<file path="src/rtl/program_loader.sv">
// program_loader: receives a framed program image over a valid/ready byte
// stream and writes each assembled 32-bit word into instruction memory.
// Frame layout: LEN_LO, LEN_HI (word count N), 4N data bytes with each word
// LSB first, then CSUM (XOR of the data bytes only). The core is held in
// reset until a complete image with a matching checksum has been accepted.
//
// Handshake: a byte transfers on a rising edge where Byte_Valid_i and
// Byte_Ready_o are both high. Byte_Ready_o stays high for the whole frame and
// drops only in DONE or ERROR. Idle cycles on Byte_Valid_i change nothing.
module program_loader #(
    parameter int          MEMORY_DEPTH = 64,
    parameter logic [31:0] BASE_ADDRESS = 32'h0000_0000
) (
    input  logic        clk,
    input  logic        reset,
    input  logic [7:0]  Byte_i,
    input  logic        Byte_Valid_i,
    output logic        Byte_Ready_o,
    input  logic        Reload_i,
    output logic        Prog_We_o,
    output logic [31:0] Prog_Address_o,
    output logic [31:0] Prog_Data_o,
    output logic        Core_Hold_o,
    output logic        Done_o,
    output logic        Error_o,
    output logic [2:0]  state_dbg
);

    typedef enum logic [2:0] {
        S_LEN_LO = 3'd0,
        S_LEN_HI = 3'd1,
        S_DATA   = 3'd2,
        S_CSUM   = 3'd3,
        S_DONE   = 3'd4,
        S_ERROR  = 3'd5
    } state_t;

    localparam logic [15:0] DEPTH_WORDS = 16'(MEMORY_DEPTH);

    state_t      state;
    logic [7:0]  len_lo;
    logic [15:0] word_count;
    logic [15:0] word_index;
    logic [1:0]  lane;
    logic [7:0]  csum;
    logic [23:0] word_buf;     // lanes 0..2 of the word being assembled

    logic        accept;
    logic [15:0] frame_len;

    assign accept    = Byte_Valid_i & Byte_Ready_o;
    assign frame_len = {Byte_i, len_lo};
    assign state_dbg = state;

    // Frame parser FSM; all outputs are registered here.
    always_ff @(posedge clk or negedge reset) begin
        if (!reset) begin
            state          <= S_LEN_LO;
            len_lo         <= 8'd0;
            word_count     <= 16'd0;
            word_index     <= 16'd0;
            lane           <= 2'd0;
            csum           <= 8'd0;
            word_buf       <= 24'd0;
            Byte_Ready_o   <= 1'b1;
            Prog_We_o      <= 1'b0;
            Prog_Address_o <= BASE_ADDRESS;
            Prog_Data_o    <= 32'd0;
            Core_Hold_o    <= 1'b1;
            Done_o         <= 1'b0;
            Error_o        <= 1'b0;
        end else begin
            // Write strobe is a single-cycle pulse; address/data hold.
            Prog_We_o <= 1'b0;
            case (state)
                S_LEN_LO: begin
                    if (accept) begin
                        len_lo <= Byte_i;
                        state  <= S_LEN_HI;
                    end
                end
                S_LEN_HI: begin
                    if (accept) begin
                        word_count <= frame_len;
                        if (frame_len == 16'd0 || frame_len > DEPTH_WORDS) begin
                            state        <= S_ERROR;
                            Error_o      <= 1'b1;
                            Byte_Ready_o <= 1'b0;
                        end else begin
                            state      <= S_DATA;
                            word_index <= 16'd0;
                            lane       <= 2'd0;
                            csum       <= 8'd0;
                        end
                    end
                end
                S_DATA: begin
                    if (accept) begin
                        csum <= csum ^ Byte_i;
                        lane <= lane + 2'd1;
                        if (lane == 2'd3) begin
                            // Lane 3 completes the word: {b3, b2, b1, b0}.
                            Prog_We_o      <= 1'b1;
                            Prog_Data_o    <= {Byte_i, word_buf};
                            Prog_Address_o <= BASE_ADDRESS + {14'd0, word_index, 2'b00};
                            word_index     <= word_index + 16'd1;
                            if (word_index == word_count - 16'd1) begin
                                state <= S_CSUM;
                            end
                        end else begin
                            // Shift right so byte k ends up in bits 8k+7:8k.
                            word_buf <= {Byte_i, word_buf[23:8]};
                        end
                    end
                end
                S_CSUM: begin
                    if (accept) begin
                        Byte_Ready_o <= 1'b0;
                        if (Byte_i == csum) begin
                            state       <= S_DONE;
                            Done_o      <= 1'b1;
                            Core_Hold_o <= 1'b0;
                        end else begin
                            state   <= S_ERROR;
                            Error_o <= 1'b1;
                        end
                    end
                end
                S_DONE, S_ERROR: begin
                    if (Reload_i) begin
                        state        <= S_LEN_LO;
                        Byte_Ready_o <= 1'b1;
                        Core_Hold_o  <= 1'b1;
                        Done_o       <= 1'b0;
                        Error_o      <= 1'b0;
                    end
                end
                default: begin
                    state <= S_LEN_LO;
                end
            endcase
        end
    end

endmodule

</file>
<file path="config.mk">
export PLATFORM = sky130hd
export DESIGN_NAME = program_loader
export DESIGN_NICKNAME = d
export VERILOG_FILES = /design/src/rtl/program_loader.sv
export SDC_FILE = /design/constraint.sdc
export NUM_CORES = 1
export LEC_CHECK = 0
export BUFFER_PORTS_ARGS = -buffer_cell sky130_fd_sc_hd__buf_2
export CORE_MARGIN = 1
export CORE_UTILIZATION = 40
export DETAILED_ROUTE_END_ITERATION = 10
export PLACE_DENSITY_LB_ADDON = 0.25
export SYNTH_ARGS = -nofsm -noshare
export SYNTH_HDL_FRONTEND = slang
export SYNTH_SLANG_ARGS = --single-unit
</file>
<file path="constraint.sdc">
create_clock -name clk -period 4.94 [get_ports clk]
set_input_delay 0.741 -clock clk [delete_from_list [all_inputs] [get_ports clk]]
set_output_delay 0.741 -clock clk [all_outputs]
set_load 0.02 [all_outputs]
</file>
== After elaboration in Yosys (flattened, before gate mapping) ==
Index checks and enable logic that the tools add are counted.
Word-level totals
  bits in registers: 130
  bits of input ports: 12
  output and inout bits: 72
  logic and storage cells: 100
Cells by class
  add/subtract/negate cells: 3
  magnitude comparators: 1
  equal/unequal tests: 19
  multiplexer cells: 43
  bitwise gates (word level): 3
  reductions and logical operators: 17
Operators with widths (count)
  16-bit 2-to-1 mux: 4
  16-bit one-hot mux with 2 select lines: 1
  3-bit 2-to-1 mux: 8
  8-bit 2-to-1 mux: 3
  2-bit inequality test (second input constant): 11
  1-bit 2-to-1 mux: 17
  16-bit by 1-bit adder with 16-bit output (second input constant): 1
  16-bit equality test: 1
  16-bit by 7-bit greater-than comparator with 1-bit output (second input constant): 1
  16-bit logical NOT: 1
  8-bit one-hot mux with 2 select lines: 1
  16-bit by 1-bit subtractor with 16-bit output (second input constant): 1
  3-bit one-hot mux with 5 select lines: 1
  5-bit AND reduction: 2
  8-bit equality test: 1
  4-bit AND reduction: 2
  8-bit XOR: 1
  7-bit AND reduction: 1
  3-bit by 2-bit equality test with 1-bit output (second input constant): 2
  3-bit equality test (second input constant): 2
  2-bit 2-to-1 mux: 3
  1-bit one-hot mux with 3 select lines: 2
  3-bit AND reduction: 2
  6-bit AND reduction: 1
  other kinds (13): 16

== Longest topological paths before layout ==
Gate-level depths: netlist of run 1.
  word-level depth: 6
  mapped depth: 10
  mapped depth without buffers: 8

== Worst setup path after synthesis of run 1 ==
Ideal clock, no wire load.
  path type: input to register
  start point: input Byte_i[6]
  end point: register word_index[10]
  library setup time: 0.132 ns
  arrival time: 2.237 ns
  required time: 4.808 ns
  path slack: 2.571 ns
  stages: 6
  buffers on the path: 2
  cell sequence: buf_2 nor4_1 nand3_1 a2111oi_2 clkbuf_1 nor2_1
On the way
  longest elaborated chain between the ends: 4
  elaborated cells on any way between the ends: 5
  classes of those cells: order compare: 1; eq/ne: 1; reduce/logical: 3
RTL lines
  start, declared: RTL line 16  | input logic [7:0] Byte_i,
  16-bit by 7-bit greater-than comparator with 1-bit output / 16-bit logical NOT (equally long branches): RTL line 85  | if (frame_len == 16'd0 || frame_len > DEPTH_WORDS) begin
  1-bit logical OR *: RTL line 85
  2-bit inequality test (no source line) *
  5-bit AND reduction (no source line) *
  end signal, assigned: RTL line 106  | word_index <= word_index + 16'd1;
  end, declared: RTL line 43  | logic [15:0] word_index;
Every way passes the cells marked *; elsewhere a longest branch is shown, timed or not.
A chain may end at the register's enable or synchronous reset.

== Worst setup path in the final report of run 1 ==
  start point: register state[0] (netlist: state_dbg[0])
  end point: register word_index[6]
On the way
  longest elaborated chain between the ends: 3
  elaborated cells on any way between the ends: 9
  classes of those cells: eq/ne: 6; mux: 1; reduce/logical: 2
RTL lines
  start, declared: RTL line 40  | state_t state;
  start signal, assigned: RTL line 58  | state <= S_LEN_LO;
  start signal, assigned: RTL line 79  | state <= S_LEN_HI;
  start signal, assigned: RTL line 86  | state <= S_ERROR;
  3-bit by 1-bit equality test with 1-bit output / 3-bit by 2-bit equality test with 1-bit output (equally long branches): RTL line 75  | case (state)
  2-bit inequality test (no source line) / 2-bit nonzero test (equally long branches)
  5-bit AND reduction (no source line)
Several ways; a longest one is shown, not always the timed one.

==> results of run 1 <==
-- sequential cells by signal, indices dropped and copies added (netlist names), 2 cells and up --
signal and flops:
word_index 16, word_count 16, lane 2, word_buf 24
len_lo 8, Prog_Address_o 16, Prog_Data_o 32, csum 8
state_dbg 3
-- metrics by stage --
step	utilization	power, mW	cells
after floorplan	-	1.92	653
after global placement	0.437	2.02	882
after detailed placement	0.437	2.05	882
after CTS	0.475	3.28	912
after global routing	0.475	3.43	912
final	0.475	3.26	912
-- worst max-delay path, cell delays in order (launching register included) --
cell       delay [ns]
dfrtp_1          0.50
inv_1            0.13
or3_1            0.50
a2111oi_4        0.87
nor2_1           0.21
o21ai_0          0.21
o21ai_0          0.11
-- power breakdown --
group | leakage, nW | total (mW) | internal [mW] | switching [mW]
clock | 0.278 | 1.22 | 0.752 | 0.465
combinational | 1.62 | 0.662 | 0.309 | 0.352
sequential | 1.75 | 1.38 | 1.19 | 0.192
total | 3.65 | 3.26 | 2.25 | 1.01
-- layer usage --
layer	wire length, um	global-route usage	part of all wire
met2	6910	0.309	0.49
met1	6550	0.250	0.46
met5	0	0	0
met3	407	0.0343	0.029
met4	336	0.0875	0.024
-- worst paths after layout --
| path | endpoint | slack [ns] |
|---|---|---|
| hold reg to reg | Prog_Address_o[17] | 0.47 |
| min in group clk | Prog_Address_o[17] | 0.47 |
| setup reg to reg | word_index[6] | 2.28 |
| hold / removal | Error_o | 0.28 |
| max in group asynchronous | word_buf[0] | 3.64 |
| setup / recovery | word_index[6] | 2.28 |
-- kinds of logic (layout without fill, tap and decap cells) --
logic type	Yosys count	after routing	share of synthesized area
other cells	1	16	0.000597
buf+inv	62	110	0.0562
flops	130	130	0.518
compound gates	72	72	0.0733
fa+ha+maj	3	3	0.00598
mux	49	49	0.0873
simple gates	286	286	0.207
xor+xnor	35	35	0.0512
-- cells in the final DEF (no fill, tap or decap), drive strengths merged, types with 3 or more instances in the layout --
master   count
clkinv       7
a31oi        4
conb        16
inv          9
o211ai       5
mux2        46
nand2      168
nand3b       4
nor4        10
ha           3
o21ai       41
and3         6
and2         4
nor3         9
mux2i        3
clkbuf      18
nor2        47
xnor2       16
xor2        18
nand4        6
nand3        9
or2          3
buf         72
and4         4
dfrtp      128
o2111ai      3
-- final cells by class --
cell class	count	share of cell area
Tap cell	211	0.0364
Inverter	8	0.00414
Clock buffer	18	0.0606
Sequential cell	130	0.449
Clock inverter	12	0.0185
Multi-Input combinational cell	461	0.379
Timing Repair Buffer	72	0.0518
==> metrics.csv, run 1 <==
stage,metric,value,unit
final_layout,Filler cells,1426,
yosys,prevailing post-synth register cell,dfrtp_1,
cts,hold buffer count at CTS,0,
placement,Place WS,1.96,ns
global_route,gr ovfl total,0,
global_route,GRT Util Overall,0.191,
cts,buffer levels on the longest clock path,2,
yosys,library cells used by synthesis,65,
cts,CTS tree,done,
setup_path,Crit Path Max Fanout,16,
timing,Rel. slew slack,0.340,
yosys,Post-Syn Instances,638,
setup_path,WP data arrival,2.94,ns
setup_path,Worst EP required,5.22,ns
timing,fin. max-slew vios,0,
outcome,status,"complete, no violations",
cts,Clock Tree Root,clkbuf_16,
placement,I/O Buffers,67,
yosys,leading cell types by count after synthesis,"nand2_1 (168), dfrtp_1 (128), nor2_1 (46)",
global_route,largest net degree at the start of global routing,57,
yosys,most common cell in the netlist,nand2_1,
floorplan,die height,127,um
timing,hold_ws,0.280,ns
yosys,Synth Register Bits,130,
timing,Final period util,0.539,
yosys,Post-Syn Area per Cell,9.84,sq um
timing,Fmax,375,MHz
power_and_ir_drop,Power per Cell Area,449,mW/mm^2
detailed_routing,post-route DRC violation count,0,
detailed_routing,DRT Wirelength,14.2,mm
yosys,"Cell Area, Synth",0.00628,sq mm
detailed_routing,DR WL/cell,15.6,um
worst_hold_path,Hold Crit Class,in -> async,
cts,H-tree Lvls,4,
setup_path,CP startpoint kind,flop,
power_and_ir_drop,leak pwr,3.65,nW
cts,Resize count post-CTS,0,
setup_path,worst setup path startpoint,state_dbg[0],
detailed_routing,via count,4658,
setup_path,CP endpoint kind,flop,
setup_path,R2R cell count,6,
yosys,largest cells by area after synthesis,"dfrtp_1 (51%), nand2_1 (10%), mux2_2 (8.1%)",
final_layout,share of post-route cells with drive strength above 1,0.237,
placement,routability cong.,0.840,
final_layout,register area,0.00326,sq mm
yosys,Post-synth EDFFs,0,
cts,CTS buffer count,17,
floorplan,Die Area,0.0162,sq mm
yosys,post-synth top area share,0.510,
yosys,post-synth top area cell,dfrtp_1,
final_layout,n_diodes,0,
timing,clk_skew,0.00801,ns
floorplan,starting density of the core,0.412,
floorplan,Top Ports,84,
final_layout,post-route cell area,0.00725,sq mm
yosys,"Seq/Total Area, Yosys",0.518,
yosys,synth warn,0,
timing,"Hold Vio Cnt, Final",0,
setup_path,WS Path Type,reg -> reg,
placement,post-DP HPWL,9.90,mm
floorplan,row count,45,
floorplan,Die W,127,um
floorplan,core area,0.0153,sq mm
final_layout,area growth from synthesis to layout,15.4,%
setup_path,Critical R2R Launch,state_dbg[0],
detailed_routing,Via density,5.11,
final_layout,footprint of the multi-input gates,0.00275,sq mm
timing,Tmin final,2.66,ns
final_layout,nets,705,
cts,Clock Sinks,130,
timing,Worst-Margin Slew,0.982,ns
placement,DP Area,0.00667,sq mm
timing,RSZ-0062 raised after global routing,false,
yosys,Async SR Flop Fraction,1.00,
cts,"CTS clk-pin slew, worst paths",0.06,ns
timing,Final WS setup,2.28,ns
detailed_routing,post-route ant nets,0,
cts,Worst-Skew Late Latency,0.41,ns
global_route,vias in the first global route,4712,
detailed_routing,drt pass-1 iters,5,
global_route,initial antenna violation count,0,
timing,Final TNS setup,0,ns
cts,Post-CTS Setup Bufs,0,
detailed_routing,DR iter-0 viols,291,
job,Max Cap Viol,0,
global_route,first-pass GRT wire length,24.1,mm
timing,# setup viols final,0,
power_and_ir_drop,Worst VDD drop,0.265,mV
(Power assumes the default switching activity.)
==> run 2: changes to the inputs <==
--- a/config.mk
+++ b/config.mk
@@ -5,6 +5,7 @@
 export SDC_FILE = /design/constraint.sdc
 export NUM_CORES = 1
 export LEC_CHECK = 0
+export ABC_AREA = 1
 export BUFFER_PORTS_ARGS = -buffer_cell sky130_fd_sc_hd__buf_2
 export CORE_MARGIN = 1
 export CORE_UTILIZATION = 40
==> constraint.sdc (replaced) <==
create_clock -name clk -period 2.5 [get_ports clk]
set_input_delay 0.375 -clock clk [delete_from_list [all_inputs] [get_ports clk]]
set_output_delay 0.375 -clock clk [all_outputs]
set_load 0.02 [all_outputs]
==> metrics.csv, run 2 <==
stage,metric,value,unit,change
cts,Post-CTS Setup Bufs,0,,unchanged
placement,DP Area,0.00677,sq mm,+1.4%
final_layout,share of post-route cells with drive strength above 1,0.183,,-0.0540
detailed_routing,DRT Wirelength,14.6,mm,+3.0%
power_and_ir_drop,Internal Power,5.03,mW,+120%
placement,Place WS,0.587,ns,-1.37 ns
global_route,GRT Util Overall,0.194,,+0.00353
timing,Tmin final,1.99,ns,-0.678 ns
detailed_routing,via count,4977,,+6.8%
timing,Final WS setup,0.514,ns,-1.76 ns
power_and_ir_drop,clock share of power,0.357,,-0.017
cts,Clock Sinks,130,,unchanged
setup_path,R2R cell count,8,,+2
cts,hold buffer count at CTS,1,,+1
floorplan,starting density of the core,0.411,,-0.00107
yosys,"Cell Area, Synth",0.00626,sq mm,-0.26%
final_layout,nets,828,,+17%
final_layout,"commonest non-fill, non-tap cells in the layout","nand2_1 (212), dfrtp_1 (128), o21ai_1 (67)",,
global_route,vias in the first global route,4720,,+0.17%
setup_path,WS Path Type,reg -> reg,,
setup_path,CP startpoint kind,flop,,
cts,buffer levels on the longest clock path,2,,unchanged
outcome,status,"complete, no violations",,
cts,Resize count post-CTS,0,,unchanged
global_route,largest net degree at the start of global routing,49,,-14%
final_layout,largest reg by FF count,Prog_Data_o,,
yosys,library cells used by synthesis,41,,-37%
yosys,Async SR Flop Fraction,1.00,,unchanged
global_route,initial antenna violation count,0,,unchanged
yosys,Post-Syn Instances,744,,+17%
timing,"Hold Vio Cnt, Final",0,,unchanged
floorplan,row count,45,,unchanged
detailed_routing,DR WL/cell,14.1,um,-9.4%
yosys,synth warn,0,,unchanged
timing,RSZ-0062 raised after global routing,false,,
timing,# setup viols final,0,,unchanged
final_layout,n_diodes,0,,unchanged
yosys,largest cells by area after synthesis,"dfrtp_1 (51%), nand2_1 (13%), o21ai_1 (5.4%)",,
yosys,post-synth top area share,0.511,,+0.00132
setup_path,Crit Path Max Fanout,18,,+2
worst_hold_path,Hold Path Stages,4,,
detailed_routing,DR iter-0 viols,339,,+16%
global_route,gr ovfl total,0,,unchanged
placement,routability cong.,0.843,,+0.42%
yosys,Post-Syn Area per Cell,8.42,sq um,-14%
yosys,post-synth top area cell,dfrtp_1,,
setup_path,CP endpoint kind,flop,,
final_layout,Filler cells,1450,,+1.7%
cts,CTS tree,done,,
power_and_ir_drop,Worst VDD drop,0.679,mV,+160%
yosys,prevailing post-synth register cell,dfrtp_1,,
cts,H-tree Lvls,4,,unchanged
job,Max Cap Viol,0,,unchanged
final_layout,Largest regs,"Prog_Data_o x32, word_buf x24",,
floorplan,Top Ports,84,,unchanged
power_and_ir_drop,Power per Cell Area,1040,mW/mm^2,+130%
floorplan,Die W,127,um,-0.13%
floorplan,die height,127,um,-0.13%
placement,placed cells,1004,,+14%
floorplan,core area,0.0153,sq mm,unchanged
final_layout,post-route non-filler standard cell count,1037,,+14%
final_layout,area growth from synthesis to layout,18.7,%,
cts,Worst-Skew Late Latency,0.42,ns,about the same
yosys,leading cell types by count after synthesis,"nand2_1 (212), dfrtp_1 (128), o21ai_1 (67)",,
power_and_ir_drop,leak pwr,3.67,nW,+0.48%
final_layout,post-route cell area,0.00744,sq mm,+2.6%
timing,hold_ws,0.225,ns,-0.0549 ns
yosys,Synth Register Bits,130,,unchanged
placement,I/O Buffers,67,,unchanged
floorplan,Die Area,0.0162,sq mm,-0.26%
final_layout,"commonest non-fill, non-tap cell in the layout",nand2_1,,
global_route,first-pass GRT wire length,24.3,mm,+0.80%
cts,"CTS clk-pin slew, worst paths",0.06,ns,about the same
detailed_routing,Via density,4.80,,-6.0%
yosys,most common cell in the netlist,nand2_1,,
timing,clk_skew,0.0106,ns,+0.00260 ns
timing,Final period util,0.794,,+0.255
power_and_ir_drop,Sw Share,0.347,,+0.0370
timing,fin. max-slew vios,0,,unchanged
timing,Rel. slew slack,0.629,,+0.289
yosys,Post-synth EDFFs,0,,unchanged
detailed_routing,post-route ant nets,0,,unchanged
cts,Clock Tree Root,clkbuf_16,,
timing,Worst-Margin Slew,0.555,ns,-0.427 ns
power_and_ir_drop,Flop pwr share,0.368,,-0.055
final_layout,max reg flops,32,,unchanged
timing,Final TNS setup,0,ns,unchanged
timing,Fmax,504,MHz,+34%
setup_path,Worst EP required,2.84,ns,-2.38 ns
detailed_routing,post-route DRC violation count,0,,unchanged
power_and_ir_drop,Comb pwr share,0.275,,+0.072
yosys,"Seq/Total Area, Yosys",0.520,,+0.00135
worst_hold_path,Hold Crit Class,in -> reg,,
placement,post-DP HPWL,10.3,mm,+4.3%
power_and_ir_drop,Sw Pwr,2.68,mW,+170%
detailed_routing,drt pass-1 iters,4,,-1
setup_path,WP data arrival,2.32,ns,-0.62 ns
cts,CTS buffer count,17,,unchanged
==> run 2: metrics by stage <==
stage          total power [mW]  utilization
2_1_floorplan              4.46            -
3_3_place_gp               4.96        0.444
3_5_place_dp               4.97        0.444
4_1_cts                    7.77        0.487
5_1_grt                    8.18        0.487
6_report                   7.71        0.487
==> run 2: worst paths after layout <==
| check | slack [ns] | end | start |
|---|---|---|---|
| min | 0.22 | state_dbg[2] | Reload_i |
| max in group asynchronous | 1.38 | Prog_Address_o[8] | reset |
| min reg2reg | 0.46 | Prog_Address_o[11] | Prog_Address_o[11] |
| max | 0.51 | word_index[13] | state_dbg[0] |
| max reg2reg | 0.51 | word_index[13] | state_dbg[0] |
| min in group asynchronous | 0.44 | Prog_Data_o[24] | reset |
==> run 2: layout make-up <==
type	count	area, sq um	share of cell area
Inverter	76	285	0.0384
Clock inverter	13	206	0.0278
Clock buffer	19	453	0.0609
Tap cell	211	264	0.0355
Multi-Input combinational cell	510	2510	0.337
Timing Repair Buffer	78	464	0.0624
Sequential cell	130	3260	0.438
==> run 2: logic make-up (layout without fill, tap and decap cells) <==
family | after synthesis | in the layout | share of synthesized area
and+or+nand+nor | 322 | 322 | 0.222
adders and majority gates | 3 | 3 | 0.00599
xor gates and xnor gates | 35 | 35 | 0.0489
AOI/OAI and AO/OA | 134 | 134 | 0.114
DFF | 130 | 130 | 0.520
other | 1 | 16 | 0.000599
buffers and inverters | 119 | 186 | 0.0887
==> run 2: layer usage <==
metal	up-vias	track usage	part of all wire
met5	-	0	0
met4	0	0.0721	0.018
met3	20	0.0452	0.033
met2	112	0.301	0.46
met1	2355	0.266	0.49
li1	2490	-	-
==> run 2: critical path: stages (launching register included) <==
cell and delay, ns:
dfrtp_1 0.46, nor2_4 0.08, nand2_2 0.31, inv_2 0.19, o21ai_2 0.25, nand2_4 0.17
inv_2 0.23, nand3_1 0.11, o21ai_1 0.09
==> run 2: power by group through the flow <==
stage               sequential, mW  clock, mW  combinational [mW]
floorplan                     2.86          0                1.60
global placement              2.85          0                2.11
detailed placement            2.87          0                2.11
CTS                           2.84       2.80                2.13
global route                  2.89       2.88                2.40
finish                        2.84       2.75                2.12
